[src/rtl/roomterminal_pkg.sv]
// Shared definitions for the room terminal serial link (receiver and transmitter).
package roomterminal_pkg;

    localparam int unsigned CLK_HZ     = 50_000_000;
    localparam int unsigned BAUD       = 115_200;
    localparam int unsigned OVERSAMPLE = 16;

    typedef enum logic [2:0] {
        IDLE  = 3'd0,
        START = 3'd1,
        DATA  = 3'd2,
        STOP  = 3'd3,
        BREAK = 3'd4
    } uart_rx_state_t;

    // Clock divider rounded to the nearest integer.
    function automatic int unsigned calc_div(input int unsigned clk_hz,
                                             input int unsigned baud,
                                             input int unsigned oversample);
        return (clk_hz + (baud * oversample) / 2) / (baud * oversample);
    endfunction

endpackage

[src/rtl/baud_tick_gen.sv]
// Emits a one-cycle tick every DIV clocks; clr holds the divider at zero so the
// tick phase restarts from the release of clr.
module baud_tick_gen #(
    parameter int unsigned CLK_HZ     = roomterminal_pkg::CLK_HZ,
    parameter int unsigned BAUD       = roomterminal_pkg::BAUD,
    parameter int unsigned OVERSAMPLE = roomterminal_pkg::OVERSAMPLE
) (
    input  logic clk,
    input  logic reset,
    input  logic clr,
    output logic tick
);

    localparam int unsigned DIV = roomterminal_pkg::calc_div(CLK_HZ, BAUD, OVERSAMPLE);
    localparam int unsigned CW  = (DIV > 1) ? $clog2(DIV) : 1;

    logic [CW-1:0] cnt_q, cnt_d;
    logic          wrap;

    assign wrap = (cnt_q == CW'(DIV - 1));
    assign tick = wrap && !clr;

    always_comb begin
        cnt_d = cnt_q + CW'(1);
        if (clr || wrap) begin
            cnt_d = '0;
        end
    end

    always_ff @(posedge clk) begin
        if (reset) begin
            cnt_q <= '0;
        end else begin
            cnt_q <= cnt_d;
        end
    end

endmodule

[src/rtl/uart_rx.sv]
// 8N1 UART receiver with oversampled start detection and a one-entry holding
// register drained through a ready/ack handshake.
module uart_rx #(
    parameter int unsigned CLK_HZ     = roomterminal_pkg::CLK_HZ,
    parameter int unsigned BAUD       = roomterminal_pkg::BAUD,
    parameter int unsigned OVERSAMPLE = roomterminal_pkg::OVERSAMPLE
) (
    input  logic       FPGA_CLK1_50,
    input  logic       reset,
    input  logic       RxD,
    input  logic       RxD_ack,
    output logic [7:0] RxD_data,
    output logic       RxD_data_ready,
    output logic       framing_err,
    output logic       overrun,
    output logic       rx_busy
);

    import roomterminal_pkg::*;

    localparam int unsigned HALF = OVERSAMPLE / 2;
    localparam int unsigned TW   = $clog2(OVERSAMPLE);

    logic           sync1_q, rxs_q;
    uart_rx_state_t state_q, state_d;
    logic [TW-1:0]  tcnt_q, tcnt_d;
    logic [2:0]     bcnt_q, bcnt_d;
    logic [7:0]     shift_q, shift_d;
    logic           deliver_q, deliver_d;
    logic           ferr_q, ferr_d;
    logic [7:0]     data_q, data_d;
    logic           ready_q, ready_d;
    logic           ovr_q, ovr_d;
    logic           tick;

    baud_tick_gen #(
        .CLK_HZ     (CLK_HZ),
        .BAUD       (BAUD),
        .OVERSAMPLE (OVERSAMPLE)
    ) u_tick (
        .clk   (FPGA_CLK1_50),
        .reset (reset),
        .clr   (state_q == IDLE),
        .tick  (tick)
    );

    // NOTE: every variable gets a default at the top of a combinational block,
    // so no path leaves it unassigned and no latch is inferred.
    always_comb begin
        state_d   = state_q;
        tcnt_d    = tcnt_q;
        bcnt_d    = bcnt_q;
        shift_d   = shift_q;
        deliver_d = 1'b0;
        ferr_d    = 1'b0;
        case (state_q)
            IDLE: begin
                tcnt_d = '0;
                if (!rxs_q) state_d = START;
            end
            START: if (tick) begin
                if (tcnt_q == TW'(HALF - 1)) begin
                    tcnt_d = '0;
                    bcnt_d = '0;
                    state_d = rxs_q ? IDLE : DATA;
                end else begin
                    tcnt_d = tcnt_q + TW'(1);
                end
            end
            DATA: if (tick) begin
                if (tcnt_q == TW'(OVERSAMPLE - 1)) begin
                    tcnt_d  = '0;
                    shift_d = {rxs_q, shift_q[7:1]};
                    bcnt_d  = bcnt_q + 3'd1;
                    if (bcnt_q == 3'd7) state_d = STOP;
                end else begin
                    tcnt_d = tcnt_q + TW'(1);
                end
            end
            STOP: if (tick) begin
                if (tcnt_q == TW'(OVERSAMPLE - 1)) begin
                    tcnt_d = '0;
                    if (rxs_q) begin
                        deliver_d = 1'b1;
                        state_d   = IDLE;
                    end else begin
                        ferr_d  = 1'b1;
                        state_d = BREAK;
                    end
                end else begin
                    tcnt_d = tcnt_q + TW'(1);
                end
            end
            BREAK: if (rxs_q) state_d = IDLE;
            default: state_d = IDLE;
        endcase
    end

    // A byte arriving while the register is full only lands if the consumer
    // drains the old one in that same cycle.
    always_comb begin
        data_d  = data_q;
        ready_d = ready_q;
        ovr_d   = ovr_q;
        if (deliver_q) begin
            if (!ready_q || RxD_ack) begin
                data_d  = shift_q;
                ready_d = 1'b1;
            end else begin
                ovr_d = 1'b1;
            end
        end else if (ready_q && RxD_ack) begin
            ready_d = 1'b0;
        end
    end

    // NOTE: sequential state uses non-blocking assignments so every flop samples
    // the pre-edge values regardless of statement order.
    always_ff @(posedge FPGA_CLK1_50) begin
        if (reset) begin
            // NOTE: synchronizer flops reset to the idle line level so leaving
            // reset never looks like a start edge.
            sync1_q   <= 1'b1;
            rxs_q     <= 1'b1;
            state_q   <= IDLE;
            tcnt_q    <= '0;
            bcnt_q    <= '0;
            shift_q   <= '0;
            deliver_q <= 1'b0;
            ferr_q    <= 1'b0;
            data_q    <= 8'h00;
            ready_q   <= 1'b0;
            ovr_q     <= 1'b0;
        end else begin
            sync1_q   <= RxD;
            rxs_q     <= sync1_q;
            state_q   <= state_d;
            tcnt_q    <= tcnt_d;
            bcnt_q    <= bcnt_d;
            shift_q   <= shift_d;
            deliver_q <= deliver_d;
            ferr_q    <= ferr_d;
            data_q    <= data_d;
            ready_q   <= ready_d;
            ovr_q     <= ovr_d;
        end
    end

    assign RxD_data       = data_q;
    assign RxD_data_ready = ready_q;
    assign framing_err    = ferr_q;
    assign overrun        = ovr_q;
    assign rx_busy        = (state_q != IDLE);

endmodule

[config.mk]
export PLATFORM = sky130hd
export DESIGN_NAME = uart_rx
export DESIGN_NICKNAME = d
export VERILOG_FILES = /design/src/rtl/roomterminal_pkg.sv /design/src/rtl/baud_tick_gen.sv /design/src/rtl/uart_rx.sv
export SDC_FILE = /design/constraint.sdc
export NUM_CORES = 1
export LEC_CHECK = 0
export BUFFER_PORTS_ARGS = -buffer_cell sky130_fd_sc_hd__buf_4
export CORE_MARGIN = 2
export CORE_UTILIZATION = 35
export CTS_CLUSTER_DIAMETER = 100
export DETAILED_ROUTE_END_ITERATION = 8
export PLACE_DENSITY = 0.58
export SLEW_MARGIN = 25
export SYNTH_ARGS = -nofsm -noshare
export SYNTH_HDL_FRONTEND = slang
export SYNTH_SLANG_ARGS = --single-unit
[constraint.sdc]
create_clock -name FPGA_CLK1_50 -period 1.5 [get_ports FPGA_CLK1_50]
set_input_delay 0.225 -clock FPGA_CLK1_50 [delete_from_list [all_inputs] [get_ports FPGA_CLK1_50]]
set_output_delay 0.225 -clock FPGA_CLK1_50 [all_outputs]
set_load 0.05 [all_outputs]
# ---- Word-level counts from Yosys, hierarchy flattened
# Index checks and enable logic that the tools add are counted.
dict set report op_classes {
  add_sub_neg 3
  n_eq_ne 19
  muxes 27
  bitwise 4
  n_reduce_logical 21
}
# operator n
set ops {}
lappend ops {{$mux 3} 14}
lappend ops {{$ne 2x2->1 const B} 9}
lappend ops {{$mux 4} 4}
lappend ops {{$pmux 3 s5} 1}
lappend ops {{$pmux 4 s3} 1}
lappend ops {{$reduce_and 9->1} 1}
lappend ops {{$eq 3x2->1 const B} 2}
lappend ops {{$eq 3x3->1 const B} 2}
lappend ops {{$pmux 3 s2} 1}
lappend ops {{$reduce_and 2->1} 3}
lappend ops {{$reduce_and 3->1} 2}
lappend ops {{$reduce_bool 3->1} 2}
lappend ops {{$add 5x1->5 const B} 1}
lappend ops {{$eq 5x5->1 const B} 1}
lappend ops {{$mux 1} 5}
lappend ops {{$reduce_and 5->1} 1}
lappend ops {{$add 4x1->4 const B} 1}
lappend ops {{$eq 4x3->1 const B} 1}
lappend ops {{$eq 4x4->1 const B} 1}
lappend ops {{$ne 2x1->1 const B} 2}
lappend ops {{$not 1->1} 4}
lappend ops {{$reduce_bool 2->1} 2}
lappend ops {{$reduce_or 2->1} 2}
lappend ops {{$reduce_or 4->1} 1}
lappend ops {{7 further kinds} 10}
dict set report totals {
  register_bits 37
  input_bits 4
  output_inout_bits 12
  word_cells 86
}

# ---- Depth between registers and ports, before layout
# Gate-level depths: netlist (run 1).
dict set report depth {
  depth_word 5
  mapped_depth 8
  mapped_depth_nobuf 7
}

# ---- By module
# Synthesis (run 1) repeated with hierarchy kept, for this count alone.
dict set report unflattened {
  hier_cells 173
  area_unflattened_um2 1571.5
}
# module n_inst cells_per_inst area_each_um2 seq_area_each_um2
set modules_own_cells {}
lappend modules_own_cells {uart_rx 1 151 1365.1 640.6}
lappend modules_own_cells {baud_tick_gen 1 22 206.4 100.1}

# ---- Least setup slack after synthesis (run 1)
# OpenSTA, ideal clock, no wires.
dict set report synth_path {
  path_kind {reg2reg}
  startpoint {reg u_tick.cnt_q[0]}
  endpoint {reg bcnt_q[0]}
  setup_ns 0.070
  arrival_ns 1.559
  slack_ns -0.129
  stages_incl_launch_ff 9
  period_less_slack_ns 1.629
  path_cell_list {dfxtp_1 > inv_1 > ha_1 > and4b_1 > buf_6 > and3_4 > nand3b_4 > or3b_1 > a21oi_1}
}
dict set report synth_via {
  elab_chain_len 4
}
# item line_no
set synth_rtl {}
lappend synth_rtl {{start: declaration} baud_tick_gen.sv:17} ;# logic [CW-1:0] cnt_q, cnt_d;
lappend synth_rtl {{start signal: assignment} baud_tick_gen.sv:34} ;# cnt_q <= cnt_d;
lappend synth_rtl {{$eq 5x5->1 *} baud_tick_gen.sv:20} ;# assign wrap = (cnt_q == CW'(DIV - 1));
lappend synth_rtl {{$logic_and 1x1->1 *} baud_tick_gen.sv:21} ;# assign tick = wrap && !clr;
lappend synth_rtl {{$ne 2x2->1 (no source line)} -}
lappend synth_rtl {{$reduce_and 5->1 (no source line) *} -}
lappend synth_rtl {{end signal: assignment} uart_rx.sv:139} ;# bcnt_q <= bcnt_d;
lappend synth_rtl {{end: declaration} uart_rx.sv:27} ;# logic [2:0] bcnt_q, bcnt_d;
# Mark *: on every way between the ends. The rest lies on a longest branch, timed or not.
# A chain may end at the register's enable or synchronous reset.

# ---- Worst setup path in the final report (run 1)
dict set report layout_path {
  startpoint {reg bcnt_q[0]}
  endpoint {reg state_q[2]}
}
dict set report layout_via {
  elab_chain_len 3
}
# item line_no
set layout_rtl {}
lappend layout_rtl {{$eq 3x3->1} uart_rx.sv:75} ;# if (bcnt_q == 3'd7) state_d = STOP;
lappend layout_rtl {{$ne 2x2->1 (no source line)} -}
lappend layout_rtl {{$reduce_and 9->1 (no source line)} -}
lappend layout_rtl {{end signal: assignment} uart_rx.sv:137} ;# state_q <= state_d;
lappend layout_rtl {{end: declaration} uart_rx.sv:25} ;# uart_rx_state_t state_q, state_d;
# No other way between the ends.

==> results.ini, run 1 <==
[pwr]
design_power_total_mw=2.77
internal_power_mw=1.95
power.static_leakage_nw=1.01
power.switching_mw=0.821
combPwrFrac_pct=28.4
power_density_nw_per_um2=1270
power_switching_share_pct=29.6
ir_drop_mv=0.697
clockPowerShare_pct=32.7
power.sequential.fraction_pct=38.9

[synth]
yosys.area.top_type=dfxtp_1
yosys_warnings=0
netlist_area_sq_um=1600
ys_dominant_reg_cell=dfxtp_1
synth_top_area_share_pct=46.4
gate_count_of_the_mapped_netlist=167
ys_types=38
number_of_register_bits_inferred_by_synthesis=37
synth-edff-count=0
synth_async_sr_flop_share_pct=0
part_of_the_yosys_area_used_for_sequential_elements_pct=46.4
synth_area_leaders=dfxtp_1, mux2i_1, nor2_1
synthesis.nets=176
synth.avg_cell_area_sq_um=9.56

[die]
io-pin-count=16
start_util_pct=36.4
rows=24
die_x_um=71.5
die_height_um=71.5
core_region_area_sq_um=4380
die_area_sq_um=5120

[timing]
setup_viol_count_final=19
finalWorstSetupSlack_ns=-0.167
worst_clock_skew_ns=0.00448
max_freq_ghz=0.600
timing_worst_slew_pin_value_ns=0.422
final_hold_viol_count=0
final.period_utilization_pct=111
slew_violations=0
timing.slew.headroom_pct=71.7
min_period_ns=1.67
rsz_0062_raised_after_global_routing=true

[clock_tree]
tritoncts=yes
clock_latency_ns=0.29
cts_buffers=5
root_buffer=clkbuf_8
cts.sink_count=37
clock_path_buffers=2
htreeDepth=2
clk_pin_slew_ns=0.07

[placement]
dpl_cells=245
pre_cts_slack_ns=-0.210
port_buffers=15
gp_routability_congestion=0.820
place_hpwl_um=2240

[worst_setup_path]
path_class=reg2reg
path_max_fanout=5
critical-path-slowest-cell=dfxtp_2
required_ns=1.71
worst-r2r-setup-slack_ns=-0.17
cp.arrival_ns=1.87
critPathLaunchType=flop
cp_cell_instances=ha_4 > ha_4 > a41o_1 > a211oi_4 > a31o_2 > nor2_2 > nor4_2
critical-path-max-stage-delay_ns=0.34
critical_path.endpoint_type=flop
critPathMostFrequentCell=ha_4

[finish]
filler_cell_count=412
syn2layout_area_growth_pct=36.7
final_cell_count_no_fill=261
antenna_cells=0
final_layout_size_suffix_gt1_share_pct=41.6
finalNetCount=217

[detailed_routing]
initialDrtViolationCount=75
drc=0
routed-via-count=1289
wl_per_cell_um=13.2
finalWirelength_um=3450
firstDrtPassIters=4
met2_routed_wirelength_um=1740
wl_met3_um=127
routed.top_layer=met4
routedLengthMet1_um=1520
drtAntennaViolNets=0
detail_route.vias_per_cell=4.94

[grt]
grt_pass1_vias=1259
grt_antenna_before_repair=0
maximum_number_of_pins_on_one_net_before_global_route_repair=33
groute.usage.overall_pct=13.8
grt_first_pass_wirelength_um=5530
global_route.overflow_total=0

[flow_run]
timing.max_cap.violations=0

[status]
violations=negative setup slack
outcome=finished with violations

[hold_path]
holdCritPathClass=in2reg

-- layer usage --
| metal | vias to the layer above | GRT usage, % |
|---|---|---|
| met5 | - | 0 |
| met4 | 0 | 5.45 |
| met3 | 6 | 4.50 |
| met2 | 22 | 22.0 |
| met1 | 614 | 17.2 |
| li1 | 647 | - |
-- worst paths after layout --
path | startpoint | end | cells past startpoint
hold reg to reg | sync1_q$_SDFF_PP1_ | rxs_q$_SDFF_PP1_ | 1
hold / removal | RxD | sync1_q$_SDFF_PP1_ | 2
setup reg to reg | bcnt_q[0]$_SDFFE_PP0P_ | state_q[2]$_SDFFE_PP0P_ | 7
setup / recovery | bcnt_q[0]$_SDFFE_PP0P_ | state_q[2]$_SDFFE_PP0P_ | 7
-- cell families (layout without fill, tap and decap cells) --
kind of cell	after synthesis	after routing	synth area share, %
buffers and inverters	11	53	4.23
flip-flops	37	37	46.4
adder cells (fa/ha/maj)	5	5	3.92
XOR/XNOR	6	6	3.29
AND/OR/NAND/NOR	70	70	23.1
multiplexers	17	17	10.7
AO/OA/AOI/OAI	21	21	8.39
-- placed cells by master, fill, tap and decap left out, types with 3 or more instances in the layout --
cell type / Yosys / layout
a21oi_1: 11 / 7
a21oi_2: 0 / 4
buf_4: 0 / 37
buf_6: 3 / 6
clkbuf_8: 0 / 6
dfxtp_1: 37 / 28
dfxtp_2: 0 / 9
ha_4: 0 / 3
mux2i_1: 17 / 17
nand2_1: 8 / 7
nand3_1: 3 / 3
nor2_1: 33 / 31
nor2b_1: 3 / 3
or2_2: 3 / 3
xor2_1: 3 / 3
-- layout make-up --
cell class              instances  area (sq um)  area share [%]
well taps                      52          65.1            2.98
clock inverters                 2          37.5            1.72
inverters                       2          7.51           0.344
clock buffers                   6          82.6            3.78
repair buffers                 43           345            15.8
flip-flops and latches         37           752            34.5
multi-input cells             119           892            40.9
-- sequential cells by signal, summed over array words and instances, names as in the netlist --
signal,count
RxD_data,8
RxD_data_ready,1
bcnt_q,3
deliver_q,1
framing_err,1
overrun,1
rxs_q,1
shift_q,8
state_q,3
sync1_q,1
tcnt_q,4
u_tick.cnt_q,5
-- power by group through the flow --
stage | clock network, mW | registers, mW | logic [mW]
CTS | 0.936 | 1.07 | 0.666
detailed placement | 0 | 1.08 | 0.617
global placement | 0 | 1.08 | 0.594
finish | 0.908 | 1.08 | 0.788
floorplan | 0 | 1.07 | 0.416
global route | 0.968 | 1.08 | 0.850
-- through the flow --
step,area [sq um],TNS [ns],util (%),hold WS [ns]
6_report,2180,-1.60,49.8,0.112
5_1_grt,2180,-3.43,49.8,0.113
4_1_cts,2060,-1.24,46.9,0.106
3_5_place_dp,1880,-0.681,42.8,0.401
3_3_place_gp,1880,-0.356,42.8,0.393
2_1_floorplan,1610,-0.334,-,0.329
-- worst max-delay path: cells and delay by family, from the launching register on --
kind	cells	cell delay, ns
AOI/OAI and AO/OA	3	0.70
adders and majority gates	2	0.30
DFF	1	0.34
and+or+nand+nor	2	0.23
-- cells in the mapped netlist, drive strengths merged (4+ instances only) --
| cell type | n |
|---|---|
| buf | 6 |
| nand2 | 8 |
| a21oi | 11 |
| mux2i | 17 |
| or2 | 5 |
| o21ai | 4 |
| nor2 | 33 |
| dfxtp | 37 |
| nand3 | 4 |
| ha | 5 |
-- repair_timing --
item | CTS | global route
gates cloned | 0 | 0
endpoints found under the setup margin | 16 | 23
gates resized for setup | 12 | 24
pin swaps | 3 | 18
setup buffers | 3 | 5
hold buffers | 0 | 0
Power figures use the tool's default switching activity.
==> inputs of run 2 (changes only) <==
--- a/config.mk
+++ b/config.mk
@@ -15,3 +15,4 @@
 export SYNTH_ARGS = -nofsm -noshare
 export SYNTH_HDL_FRONTEND = slang
 export SYNTH_SLANG_ARGS = --single-unit
+export TNS_END_PERCENT = 10
==> run 2 against run 1 <==
Against the previous run: the run still ends with negative setup slack left; final cell count unchanged; first-iteration DRC count fell by 4.0%; critical path depth stayed put; critical endpoint is now bcnt_q[0]$_SDFFE_PP0P_; highest routed layer unchanged.
==> results.ini, run 2 (synthesis gave the netlist of run 1 again) <==
[worst_setup_path]
cp.arrival_ns=1.88
worst-r2r-setup-slack_ns=-0.16
critPathLaunchType=flop
required_ns=1.72
path_class=reg2reg
critical_path.endpoint_type=flop
path_max_fanout=5

[timing]
finalWorstSetupSlack_ns=-0.165
worst_clock_skew_ns=0.00680
rsz_0062_raised_after_global_routing=true
accumulated_negative_setup_slack_ns=-1.35
final_hold_viol_count=0
max_freq_ghz=0.601
min_period_ns=1.66
final.period_utilization_pct=111
slew_violations=0
setup_viol_count_final=17
timing.slew.headroom_pct=73.5
timing_worst_slew_pin_value_ns=0.396

[finish]
core_utilization_of_the_finished_layout_pct=49.4
finalNetCount=217
layout.cells.most_common=buf_4
final_cell_count_no_fill=261
filler_cell_count=406
layout.cells.most_common_list=buf_4, nor2_1, dfxtp_1
final_layout_size_suffix_gt1_share_pct=37.8
antenna_cells=0
syn2layout_area_growth_pct=35.7
finalInstanceArea_sq_um=2170

[die]
die_x_um=71.5
die_area_sq_um=5120
io-pin-count=16
die_height_um=71.5
core_region_area_sq_um=4380
rows=24
start_util_pct=36.4

[flow_run]
timing.max_cap.violations=0

[clock_tree]
tritoncts=yes
clk_pin_slew_ns=0.07
cts.sink_count=37
htreeDepth=2
clock_latency_ns=0.29
root_buffer=clkbuf_8
cts_hold_repair.buffers=0
clock_path_buffers=2
cts_buffers=5

[placement]
port_buffers=15
gp_routability_congestion=0.742
place_hpwl_um=2280
dpl_cell_area_sq_um=1910
dpl_cells=248

[detailed_routing]
detail_route.vias_per_cell=4.92
routed-via-count=1285
drtAntennaViolNets=0
finalWirelength_um=3320
initialDrtViolationCount=72
drc=0
wl_per_cell_um=12.7
firstDrtPassIters=4

[grt]
global_route.overflow_total=0
groute.usage.overall_pct=14.1
grt_antenna_before_repair=0
grt_pass1_vias=1303
maximum_number_of_pins_on_one_net_before_global_route_repair=33
grt_first_pass_wirelength_um=5640

[pwr]
power.static_leakage_nw=1.00
power_density_nw_per_um2=1270
ir_drop_mv=0.513

[status]
violations=negative setup slack
outcome=finished with violations

[hold_path]
holdCritPathClass=in2reg

[run 2: per-layer routing]
metal / part of all wire, % / global-route usage, % / vias to the layer above
li1: - / - / 648
met1: 44 / 15.9 / 598
met2: 49 / 24.1 / 30
met3: 4.3 / 4.36 / 9
met4: 2.4 / 6.92 / 0
met5: 0 / 0 / -
[run 2: layout make-up]
class,instances,area [sq um],share of cell area [%]
multi-input cells,119,880,40.6
flip-flops and latches,37,752,34.7
repair buffers,43,343,15.8
clock buffers,6,82.6,3.81
well taps,52,65.1,3.00
clock inverters,2,37.5,1.73
inverters,2,7.51,0.346
[run 2: worst max-delay path, stage by stage, from the launching register on]
cell and delay (ns):
dfxtp_2 0.33, inv_2 0.06, ha_4 0.11, and4b_2 0.25
and3_4 0.23, nand3b_4 0.10, or3b_1 0.38, a21oi_2 0.13
[run 2: stage by stage]
step                setup WS [ns]  hold WS, ns  power, mW
floorplan                  -0.117        0.329       1.49
detailed placement         -0.213        0.401       1.70
finish                     -0.165        0.115       2.75
CTS                        -0.170        0.106       2.65
global route               -0.223        0.113       2.87
global placement           -0.155        0.395       1.69
[run 2: worst paths after layout]
| kind | start | end | cells after the start |
|---|---|---|---|
| setup / recovery | u_tick.cnt_q[0]$_SDFF_PP0_ | bcnt_q[0]$_SDFFE_PP0P_ | 7 |
| hold / removal | RxD | sync1_q$_SDFF_PP1_ | 2 |
| setup reg to reg | u_tick.cnt_q[0]$_SDFF_PP0_ | bcnt_q[0]$_SDFFE_PP0P_ | 7 |
| hold reg to reg | sync1_q$_SDFF_PP1_ | rxs_q$_SDFF_PP1_ | 1 |
[run 2: power by group]
| group | internal, mW | leakage, nW | switching, mW |
|---|---|---|---|
| combinational | 0.381 | 0.645 | 0.388 |
| sequential | 1.03 | 0.302 | 0.0479 |
| clock | 0.540 | 0.0574 | 0.362 |
[run 2: timing repair]
action / in CTS / in global routing
pin swaps: 10 / 15
endpoints found under the setup margin: 19 / 20
gates resized for setup: 12 / 16
buffers inserted: 3 / 2
==> inputs of run 3 (changes only) <==
--- a/config.mk
+++ b/config.mk
@@ -6,11 +6,13 @@
 export NUM_CORES = 1
 export LEC_CHECK = 0
 export BUFFER_PORTS_ARGS = -buffer_cell sky130_fd_sc_hd__buf_4
+export CORE_ASPECT_RATIO = 1.1
 export CORE_MARGIN = 2
 export CORE_UTILIZATION = 35
 export CTS_CLUSTER_DIAMETER = 100
 export DETAILED_ROUTE_END_ITERATION = 8
 export PLACE_DENSITY = 0.58
+export REMOVE_ABC_BUFFERS = 1
 export SLEW_MARGIN = 25
 export SYNTH_ARGS = -nofsm -noshare
 export SYNTH_HDL_FRONTEND = slang
==> run 3 against run 2 <==
Against the previous run: the run still ends with negative setup slack left; clock-buffer cell count is the same; global-route usage shrank 0.080 points; first-iteration DRC count shrank 51%; die area is essentially flat; critical endpoint unchanged; final cell count grew 1.1%; routed wire length shrank 4.8%; register-to-register slack gained 0.04 ns; clock power shrank 2%; combinational power shrank 11%; power shrank 3.6%; sequential share of layout area grew 0.41 points; setup slack gained 0.038 ns.
==> results.ini, run 3 (synthesis gave the netlist of run 1 again) <==
[detailed_routing]
wl_per_cell_um=12.0
drtAntennaViolNets=0
firstDrtPassIters=4
finalWirelength_um=3160
initialDrtViolationCount=35
detail_route.vias_per_cell=4.92
drc=0
routed-via-count=1299

[grt]
global_route.overflow_total=0
grt_antenna_before_repair=0
grt_pass1_vias=1274
groute.usage.overall_pct=14.0
grt_first_pass_wirelength_um=5310
maximum_number_of_pins_on_one_net_before_global_route_repair=33

[timing]
setup_viol_count_final=16
timing.slew.headroom_pct=78.9
slew_violations=0
max_freq_ghz=0.615
finalWorstSetupSlack_ns=-0.127
final.period_utilization_pct=108
rsz_0062_raised_after_global_routing=true
accumulated_negative_setup_slack_ns=-1.13
min_period_ns=1.63
worst_clock_skew_ns=0.00490
final_hold_viol_count=0
timing_worst_slew_pin_value_ns=0.316

[die]
io-pin-count=16
die_area_sq_um=5120
rows=25
die_x_um=68.4
core_region_area_sq_um=4350
start_util_pct=36.7
die_height_um=74.8

[worst_setup_path]
cp.arrival_ns=1.85
worst-r2r-setup-slack_ns=-0.13
path_max_fanout=5
regToRegEndpoint=bcnt_q[0]$_SDFFE_PP0P_
path_class=reg2reg
critPathLaunchType=flop
r2r-start=u_tick.cnt_q[0]$_SDFF_PP0_
required_ns=1.72
reg2regPathDepth=7
critical_path.endpoint_type=flop

[finish]
layout.cells.most_common_list=buf_4, nor2_1, dfxtp_1
layout.cells.most_common=buf_4
antenna_cells=0
syn2layout_area_growth_pct=33.9
final_layout_size_suffix_gt1_share_pct=35.7
finalNetCount=218

[clock_tree]
clock_path_buffers=2
root_buffer=clkbuf_8
cts.sink_count=37
clock_latency_ns=0.29
clk_pin_slew_ns=0.07
tritoncts=yes
htreeDepth=2
cts_buffers=5

[pwr]
power_density_nw_per_um2=1240
combPwrFrac_pct=25.8
power.sequential.fraction_pct=40.7
power.switching_mw=0.723
power.static_leakage_nw=1.01
power_switching_share_pct=27.3
ir_drop_mv=0.920
clockPowerShare_pct=33.5
internal_power_mw=1.92

[flow_run]
timing.max_cap.violations=0

[hold_path]
min_path_cells=2
worst_hold_path.endpoint=sync1_q$_SDFF_PP1_
hold_path_startpoint=RxD
holdCritPathClass=in2reg

[placement]
pre_cts_slack_ns=-0.246
gp_routability_congestion=0.843
place_hpwl_um=2340
port_buffers=15

[status]
outcome=finished with violations
violations=negative setup slack

run 3: worst max path at each step:
stage,startpoint,end,cells after the start
3_5_place_dp,bcnt_q[0]$_SDFFE_PP0P_,state_q[1]$_SDFFE_PP0P_,7
6_report,u_tick.cnt_q[0]$_SDFF_PP0_,bcnt_q[0]$_SDFFE_PP0P_,7
5_1_grt,u_tick.cnt_q[0]$_SDFF_PP0_,bcnt_q[0]$_SDFFE_PP0P_,7
2_1_floorplan,u_tick.cnt_q[0]$_SDFF_PP0_,bcnt_q[0]$_SDFFE_PP0P_,7
3_3_place_gp,bcnt_q[0]$_SDFFE_PP0P_,state_q[1]$_SDFFE_PP0P_,7
4_1_cts,u_tick.cnt_q[0]$_SDFF_PP0_,bcnt_q[0]$_SDFFE_PP0P_,7
run 3: area by class of cell:
type	count	area, sq um
fillers	406	2210
multi-input cells	119	846
flip-flops and latches	37	751
repair buffers	44	347
clock buffers	6	82.6
well taps	54	67.6
clock inverters	2	37.5
inverters	2	7.51
run 3: through the flow:
stage	utilization (%)	cell area, sq um	power [mW]	std cells	hold WS [ns]
after floorplan	-	1540	1.44	158	0.294
after global placement	44.8	1950	1.68	256	0.392
after detailed placement	44.8	1950	1.72	256	0.399
after CTS	48.5	2110	2.65	264	0.112
after global routing	49.2	2140	2.79	264	0.120
final	49.2	2140	2.65	264	0.120
run 3: worst max-delay path, cell delays in order (launching register included):
cell,delay [ns]
dfxtp_2,0.32
inv_1,0.05
ha_1,0.13
and4b_2,0.26
and3_4,0.23
nand3b_4,0.09
or3b_1,0.37
a21oi_2,0.12
run 3: power groups by stage:
stage	combinational [mW]	sequential (mW)	clock, mW
2_1_floorplan	0.351	1.09	0
3_3_place_gp	0.597	1.09	0
3_5_place_dp	0.627	1.09	0
4_1_cts	0.658	1.07	0.928
5_1_grt	0.746	1.09	0.962
6_report	0.684	1.08	0.886
run 3: metal layers:
layer | share of wire, % | global-route usage, % | wire length (um)
met3 | 3.5 | 4.33 | 109
met2 | 52 | 25.4 | 1640
met1 | 43 | 14.4 | 1350
met5 | 0 | 0 | 0
met4 | 2.0 | 6.89 | 62
run 3: timing repair:
item                                   CTS  global route
hold buffers                             0             0
endpoints found under the hold margin    0             0
gates resized for setup                 11             8
buffers inserted                         0             0
setup endpoints to repair               18            20
pin swaps                                9             4
gates cloned                             0             0
